===== config.mk =====
export PLATFORM = sky130hd
export DESIGN_NAME = mbus_wakeup_seq
export DESIGN_NICKNAME = d
export VERILOG_FILES = /design/src/rtl/mbus_wakeup_seq.sv
export SDC_FILE = /design/constraint.sdc
export NUM_CORES = 1
export LEC_CHECK = 0
export CORE_UTILIZATION = 30
export CTS_CLUSTER_SIZE = 12
export DETAILED_ROUTE_END_ITERATION = 12
export DONT_BUFFER_PORTS = 1
export REMOVE_ABC_BUFFERS = 1
export SLEW_MARGIN = 0
export SYNTH_ARGS = -nofsm -noshare
export SYNTH_HDL_FRONTEND = slang
export SYNTH_SLANG_ARGS = --single-unit

===== constraint.sdc =====
create_clock -name CLKIN -period 4.4 [get_ports CLKIN]
set_input_delay 0.22 -clock CLKIN [delete_from_list [all_inputs] [get_ports CLKIN]]
set_output_delay 0.22 -clock CLKIN [all_outputs]
set_load 0.005 [all_outputs]

===== src/rtl/mbus_wakeup_seq.sv =====
// mbus_wakeup_seq: debounces the bus interrupt and steps one layer's power and isolation up or down.
module mbus_wakeup_seq #(
  parameter int DEBOUNCE_CYC = 4,
  parameter int BC_PWR_DLY   = 8,
  parameter int ISO_DLY      = 2,
  parameter int LC_PWR_DLY   = 8
) (
  input  logic CLKIN,
  input  logic RESETn,
  input  logic INT_REQ,
  input  logic SLEEP_REQ,
  output logic BC_PWR_ON,
  output logic BC_RELEASE_ISO,
  output logic LC_PWR_ON,
  output logic LC_RELEASE_ISO,
  output logic CLR_EXT_INT,
  output logic WAKE_DONE,
  output logic SEQ_BUSY
);
  typedef enum logic [3:0] {
    SLEEP, DEBOUNCE, UP_BC_PWR, UP_BC_ISO, UP_LC_PWR, UP_LC_ISO, AWAKE,
    DN_LC_ISO, DN_LC_PWR, DN_BC_ISO, DN_BC_PWR
  } state_e;
  // Reload values are N-1; a zero parameter collapses to a one-cycle step.
  localparam logic [7:0] DB_N  = 8'(DEBOUNCE_CYC > 1 ? DEBOUNCE_CYC - 1 : 0);
  localparam logic [7:0] BC_N  = 8'(BC_PWR_DLY > 1 ? BC_PWR_DLY - 1 : 0);
  localparam logic [7:0] ISO_N = 8'(ISO_DLY > 1 ? ISO_DLY - 1 : 0);
  localparam logic [7:0] LC_N  = 8'(LC_PWR_DLY > 1 ? LC_PWR_DLY - 1 : 0);
  state_e state_q, state_d;
  logic [7:0] cnt_q, cnt_d, load;
  logic sync1_q, sync2_q, done;
  logic bc_pwr_d, bc_iso_d, lc_pwr_d, lc_iso_d, clr_d, wake_d, busy_d;
  assign done = cnt_q == 8'd0;
  always_ff @(posedge CLKIN or negedge RESETn) begin
    if (!RESETn) begin
      sync1_q        <= 1'b0;
      sync2_q        <= 1'b0;
      state_q        <= SLEEP;
      cnt_q          <= 8'd0;
      BC_PWR_ON      <= 1'b0;
      BC_RELEASE_ISO <= 1'b0;
      LC_PWR_ON      <= 1'b0;
      LC_RELEASE_ISO <= 1'b0;
      CLR_EXT_INT    <= 1'b0;
      WAKE_DONE      <= 1'b0;
      SEQ_BUSY       <= 1'b0;
    end else begin
      sync1_q        <= INT_REQ;
      sync2_q        <= sync1_q;
      state_q        <= state_d;
      cnt_q          <= cnt_d;
      BC_PWR_ON      <= bc_pwr_d;
      BC_RELEASE_ISO <= bc_iso_d;
      LC_PWR_ON      <= lc_pwr_d;
      LC_RELEASE_ISO <= lc_iso_d;
      CLR_EXT_INT    <= clr_d;
      WAKE_DONE      <= wake_d;
      SEQ_BUSY       <= busy_d;
    end
  end
  always_comb begin
    state_d = state_q;
    case (state_q)
      SLEEP:     state_d = sync2_q ? DEBOUNCE : SLEEP;
      DEBOUNCE:  state_d = !sync2_q ? SLEEP : done ? UP_BC_PWR : DEBOUNCE;
      UP_BC_PWR: state_d = done ? UP_BC_ISO : UP_BC_PWR;
      UP_BC_ISO: state_d = done ? UP_LC_PWR : UP_BC_ISO;
      UP_LC_PWR: state_d = done ? UP_LC_ISO : UP_LC_PWR;
      UP_LC_ISO: state_d = done ? AWAKE : UP_LC_ISO;
      AWAKE:     state_d = SLEEP_REQ ? DN_LC_ISO : AWAKE;
      DN_LC_ISO: state_d = done ? DN_LC_PWR : DN_LC_ISO;
      DN_LC_PWR: state_d = done ? DN_BC_ISO : DN_LC_PWR;
      DN_BC_ISO: state_d = done ? DN_BC_PWR : DN_BC_ISO;
      DN_BC_PWR: state_d = done ? SLEEP : DN_BC_PWR;
      default:   state_d = SLEEP;
    endcase
  end
  always_comb begin
    load = 8'd0;
    case (state_d)
      DEBOUNCE:             load = DB_N;
      UP_BC_PWR, DN_BC_PWR: load = BC_N;
      UP_LC_PWR, DN_LC_PWR: load = LC_N;
      UP_BC_ISO, UP_LC_ISO,
      DN_LC_ISO, DN_BC_ISO: load = ISO_N;
      default:              load = 8'd0;
    endcase
    cnt_d = (state_d != state_q) ? load : done ? cnt_q : cnt_q - 8'd1;
  end
  // Outputs are decoded from the next state so they switch on the transition edge.
  always_comb begin
    bc_pwr_d = state_d inside {UP_BC_PWR, UP_BC_ISO, UP_LC_PWR, UP_LC_ISO, AWAKE,
                               DN_LC_ISO, DN_LC_PWR, DN_BC_ISO};
    bc_iso_d = state_d inside {UP_BC_ISO, UP_LC_PWR, UP_LC_ISO, AWAKE, DN_LC_ISO, DN_LC_PWR};
    lc_pwr_d = state_d inside {UP_LC_PWR, UP_LC_ISO, AWAKE, DN_LC_ISO};
    lc_iso_d = state_d inside {UP_LC_ISO, AWAKE};
    clr_d    = state_d == AWAKE && state_q != AWAKE;
    wake_d   = state_d == AWAKE;
    busy_d   = !(state_d inside {SLEEP, AWAKE});
  end
endmodule


# After elaboration in Yosys (flattened, before gate mapping)
# Memory sizes are Yosys's and may differ from the RTL's.
# Cells that the tools add are included.
# totals
mem_count,1
elab_cells,59
register_bits,21
mem_bits_ro,48
# classes
reduce_logical,10
n_addsub,1
n_mux,15
eq_ne,21
# memory_table
name,words,word_bits,read_ports,rd_clocked_by_memory_dff,write_ports,line,rtl
(name not given),16,3,1,0,0,80,case (state_d)
# op_table
cell,count
case mux 4 bit (11 select lines),1
"equality test 4 x 3 -> 1 bit, second input constant",8
"equality test 4 bit, second input constant",5
"equality test 4 x 2 -> 1 bit, second input constant",4
two-way mux 8 bit,2
zero test 4 bit,2
zero test 8 bit,1
two-way mux 2 bit,4
two-way mux 4 bit,2
nonzero test 8 bit,1
"subtractor 8 x 1 -> 8 bit, second input constant",1
nonzero test 6 bit,1
two-way mux 1 bit,5
"equality test 4 x 1 -> 1 bit, second input constant",1
"!= test 4 x 3 -> 1 bit, second input constant",1
!= test 4 bit,1
nonzero test 2 bit,2
nonzero test 4 bit,1
two-way mux 3 bit,1
"!= test 2 x 1 -> 1 bit, second input constant",1
logical AND 1 bit,1
zero test 1 bit,1

# Depth between registers and ports, before layout
# logic_depth
depth_word,7
ltp_mapped,12
mapped_depth_nobuf,11

# Worst setup path before layout
# No wires, ideal clock.
# synth_timing
kind,flip-flop to flip-flop
from,register cnt_q[0]
to,register BC_RELEASE_ISO
stages_incl_launch_ff,13
synth_period_minus_slack_ns,2.756
slack_ns,1.644
arrival_time_ns,2.630
n_path_buf,1
cell_sequence,dfrtp_1 inv_1 ha_1 or4b_1 buf_2 nor2_1 nor2_1 o21ai_0 o31ai_1 ha_1 nor2_1 a21oi_1 a221o_1
# synth_between
elab_chain_cells,6
# synth_lines
element,line,rtl
from (decl),30,"logic [7:0] cnt_q, cnt_d, load;"
from (signal assigned),51,cnt_q <= cnt_d;
zero test 8 bit (*),33,assign done = cnt_q == 8'd0;
two-way mux 2 bit,"65, 69, 73",
two-way mux 2 bit,65,DEBOUNCE: state_d = !sync2_q ? SLEEP : done ? UP_BC_PWR : DEBOUNCE;
case mux 4 bit (11 select lines) (*),63,case (state_q)
via state_d[1],29,"state_e state_q, state_d;"
equality test 4 x 2 -> 1 bit (tied with other cells),94,"bc_iso_d = state_d inside {UP_BC_ISO, UP_LC_PWR, UP_LC_ISO, AWAKE, DN_LC_ISO, DN_LC_PWR};"
nonzero test 6 bit (*),94,
via bc_iso_d,32,"logic bc_pwr_d, bc_iso_d, lc_pwr_d, lc_iso_d, clr_d, wake_d, busy_d;"
to (signal assigned),53,BC_RELEASE_ISO <= bc_iso_d;
to (decl),13,"output logic BC_RELEASE_ISO,"
# Mark *: on every way through the listed nets, which the timed path passes. The rest lies on a longest branch.
# A chain may end at the register's enable or synchronous reset.

# Final worst setup path
# Same ends and word-level chain as after synthesis.

==> results.json <==
{
  "outcome": "finished clean",
  "die_area_um2": 4710,
  "globalplace.congestion": 0.895,
  "grt_max_degree": 22,
  "synth_seq_cells": 21,
  "dpl_cell_area_um2": 1360,
  "antenna_found_initial": 0,
  "fmax_mhz": 316,
  "path_cells": "inv_1 > ha_1 > nor4b_4 > a21oi_1 > o311ai_2 > inv_1 > ha_1 > nor2_1 > a21oi_1 > a221o_1",
  "final.min_clock_period_ps": 3160,
  "p_int_uw": 554,
  "ios": 11,
  "grt_pass1_wl_um": 4300,
  "netSwitchingFraction_pct": 45.2,
  "crit_fanout": 8,
  "row_count": 23,
  "postSynthCellCount": 133,
  "p_comb_share_pct": 55.1,
  "diodes": 0,
  "min-delay-start": "SLEEP_REQ",
  "arrival_ps": 3300,
  "design_area_um2": 1430,
  "clockPowerShare_pct": 12.1,
  "routedWlPerCell_um": 14.6,
  "pwr-share-seq_pct": 32.8,
  "holdWs_ps": 316,
  "grtUsageTotal_pct": 12.6,
  "io_buffers": 0,
  "setup_slack_ps": 1240,
  "synth_flop_cell": "dfrtp_1",
  "die_h_um": 68.6,
  "drv_cap": 0,
  "tns_ps": 0,
  "stdcell_count": 182,
  "drcViolationCount": 0,
  "cts_max_level": 1,
  "cpPeakStageDelay_ps": 590,
  "reg2reg_to": "BC_RELEASE_ISO",
  "tritoncts": "done",
  "slew_headroom_pct": 37.6,
  "grt_pass1_vias": 942,
  "synth_area_per_cell_um2": 10.0,
  "dp_cells": 176,
  "overflow": 0,
  "synth_top_area_share_pct": 39.5,
  "setup_viol": 0,
  "fillers": 414,
  "rsz0062_at_grt": "no",
  "critPathKind": "flop to flop",
  "reg2reg_depth": 10,
  "fin_skew_ps": 1.18,
  "netlist_area_um2": 1330,
  "critPathRequiredTime_ps": 4540,
  "finalWirelength_um": 2660,
  "clk_latency_ps": 260,
  "dp_hpwl_um": 1950,
  "synth_top_cell_by_area": "dfrtp_1",
  "p_leak_nw": 0.588,
  "die_x_um": 68.6,
  "yosys_warnings": 0,
  "powerDensity_nw_per_um2": 707,
  "synthArstFlopShare_pct": 100,
  "clk_pin_slew_ps": 70,
  "numCtsBuffers": 3,
  "drive_gt1_share_pct": 13.6,
  "r2r_start": "cnt_q[0]",
  "areaGrowthSynthToFinish_pct": 7.24,
  "hold_end": "state_q[0]",
  "post_cts_buffers": 0,
  "drv_slew": 0,
  "final_core_utilization_pct": 34.7,
  "cp-end-kind": "flop",
  "hold_path_depth": 2,
  "rrSetupSlack_ps": 1240,
  "vias_per_cell": 5.53,
  "synth_edf_count": 0,
  "final_nets": 145,
  "peakVddDrop_v": 0.000158,
  "ys_types": 49,
  "detail-route-antenna-nets": 0,
  "finalPower_mw": 1.01,
  "drt_iter0_markers": 87,
  "firstDrtPassIters": 4,
  "clockRootBuffer": "clkbuf_8",
  "max-clock-path-buffers": 2,
  "synth_area_leaders": "dfrtp_1 (39%), ha_1 (7.5%), nor2_1 (4.2%)",
  "cts.sink_count": 21,
  "core_area_um2": 4120,
  "ctsHoldBuffers": 2,
  "slowest_stage": "o311ai_2",
  "synth.top_cells.by_count": "dfrtp_1 (21), nor2_1 (15), a21oi_1 (8), ha_1 (8), inv_1 (6)",
  "pre_cts_slack_ps": 1270,
  "cp-start-kind": "flop",
  "p_sw_uw": 456,
  "post_cts_resized": 0,
  "post-synth-top-count-cell": "dfrtp_1",
  "period_share_pct": 71.8,
  "start_util_pct": 32.4,
  "worst_pin_slew_ps": 932,
  "vias": 1006,
  "hold_path_class": "input pin to flop",
  "yosysSeqAreaShare_pct": 39.5,
  "finalHoldViolations": 0
}
==> critical path, delay by kind of cell (launching register included) <==
| kind | cells | cell delay (ps) |
|---|---|---|
| adders and majority gates | 2 | 550 |
| and+or+nand+nor | 2 | 610 |
| buffers and inverters | 2 | 320 |
| DFF | 1 | 410 |
| AOI/OAI and AO/OA | 4 | 1160 |
==> worst max path at each step <==
stage                     slack, ps  depth (start not counted)      from              to
final                          1240                         10  cnt_q[0]  BC_RELEASE_ISO
after global routing            970                         10  cnt_q[1]  BC_RELEASE_ISO
after CTS                      1240                         10  cnt_q[0]  BC_RELEASE_ISO
after detailed placement       1270                         10  cnt_q[0]  BC_RELEASE_ISO
after global placement         1430                         10  cnt_q[0]  BC_RELEASE_ISO
after floorplan                1620                         11  cnt_q[0]  BC_RELEASE_ISO
==> layout make-up <==
| class | instances | area, um2 | share of cell area (%) |
|---|---|---|---|
| clock buffer | 3 | 41.3 | 2.89 |
| multi-input combinational | 97 | 743 | 52.1 |
| sequential | 21 | 526 | 36.8 |
| inverter | 8 | 30.0 | 2.10 |
| tap | 50 | 62.6 | 4.38 |
| clock inverter | 1 | 5.00 | 0.351 |
| timing repair buffer | 2 | 20.0 | 1.40 |
==> layer usage <==
layer,share of wire (%),GRT usage (%),up-vias
met5,0,0,-
met4,3.1,8.07,0
met3,3.0,2.14,7
met2,46,19.2,17
met1,47,16.2,500
li1,-,-,482
==> placed cells by master (no fill, tap or decap), drive strengths merged, types with 2 or more instances in the layout <==
cell type	instances
xnor2	2
mux2i	2
mux2	3
nor3	3
or4	2
nand2	3
nor4b	2
clkbuf	3
nor2b	3
ha	8
o221ai	3
nor2	16
inv	8
a21oi	8
o21ai	7
nor3b	4
xor2	3
nand4	5
o2111ai	2
or3	3
dfrtp	21
dlygate4sd3	2
==> power by group through the flow <==
stage / Sequential (mW) / Combinational [mW] / Clock, mW
floorplan: 0.314 / 0.447 / 0
global placement: 0.332 / 0.527 / 0
detailed placement: 0.335 / 0.552 / 0
CTS: 0.331 / 0.562 / 0.128
global route: 0.344 / 0.625 / 0.138
finish: 0.331 / 0.556 / 0.122
==> state kept, by name (all words and copies together), names as in the netlist <==
name / count
BC_PWR_ON: 1
BC_RELEASE_ISO: 1
CLR_EXT_INT: 1
LC_PWR_ON: 1
LC_RELEASE_ISO: 1
SEQ_BUSY: 1
WAKE_DONE: 1
cnt_q: 8
state_q: 4
sync1_q: 1
sync2_q: 1
==> logic make-up (layout without fill, tap and decap cells) <==
group / Yosys count / after routing / synth area share, %
simple gates: 48 / 48 / 22.0
compound gates: 31 / 31 / 18.7
flops: 21 / 21 / 39.5
buf+inv: 15 / 14 / 4.70
fa+ha+maj: 8 / 8 / 7.52
xor+xnor: 5 / 5 / 3.29
mux: 5 / 5 / 4.32
Note: power is estimated with default switching activity, not from simulation.
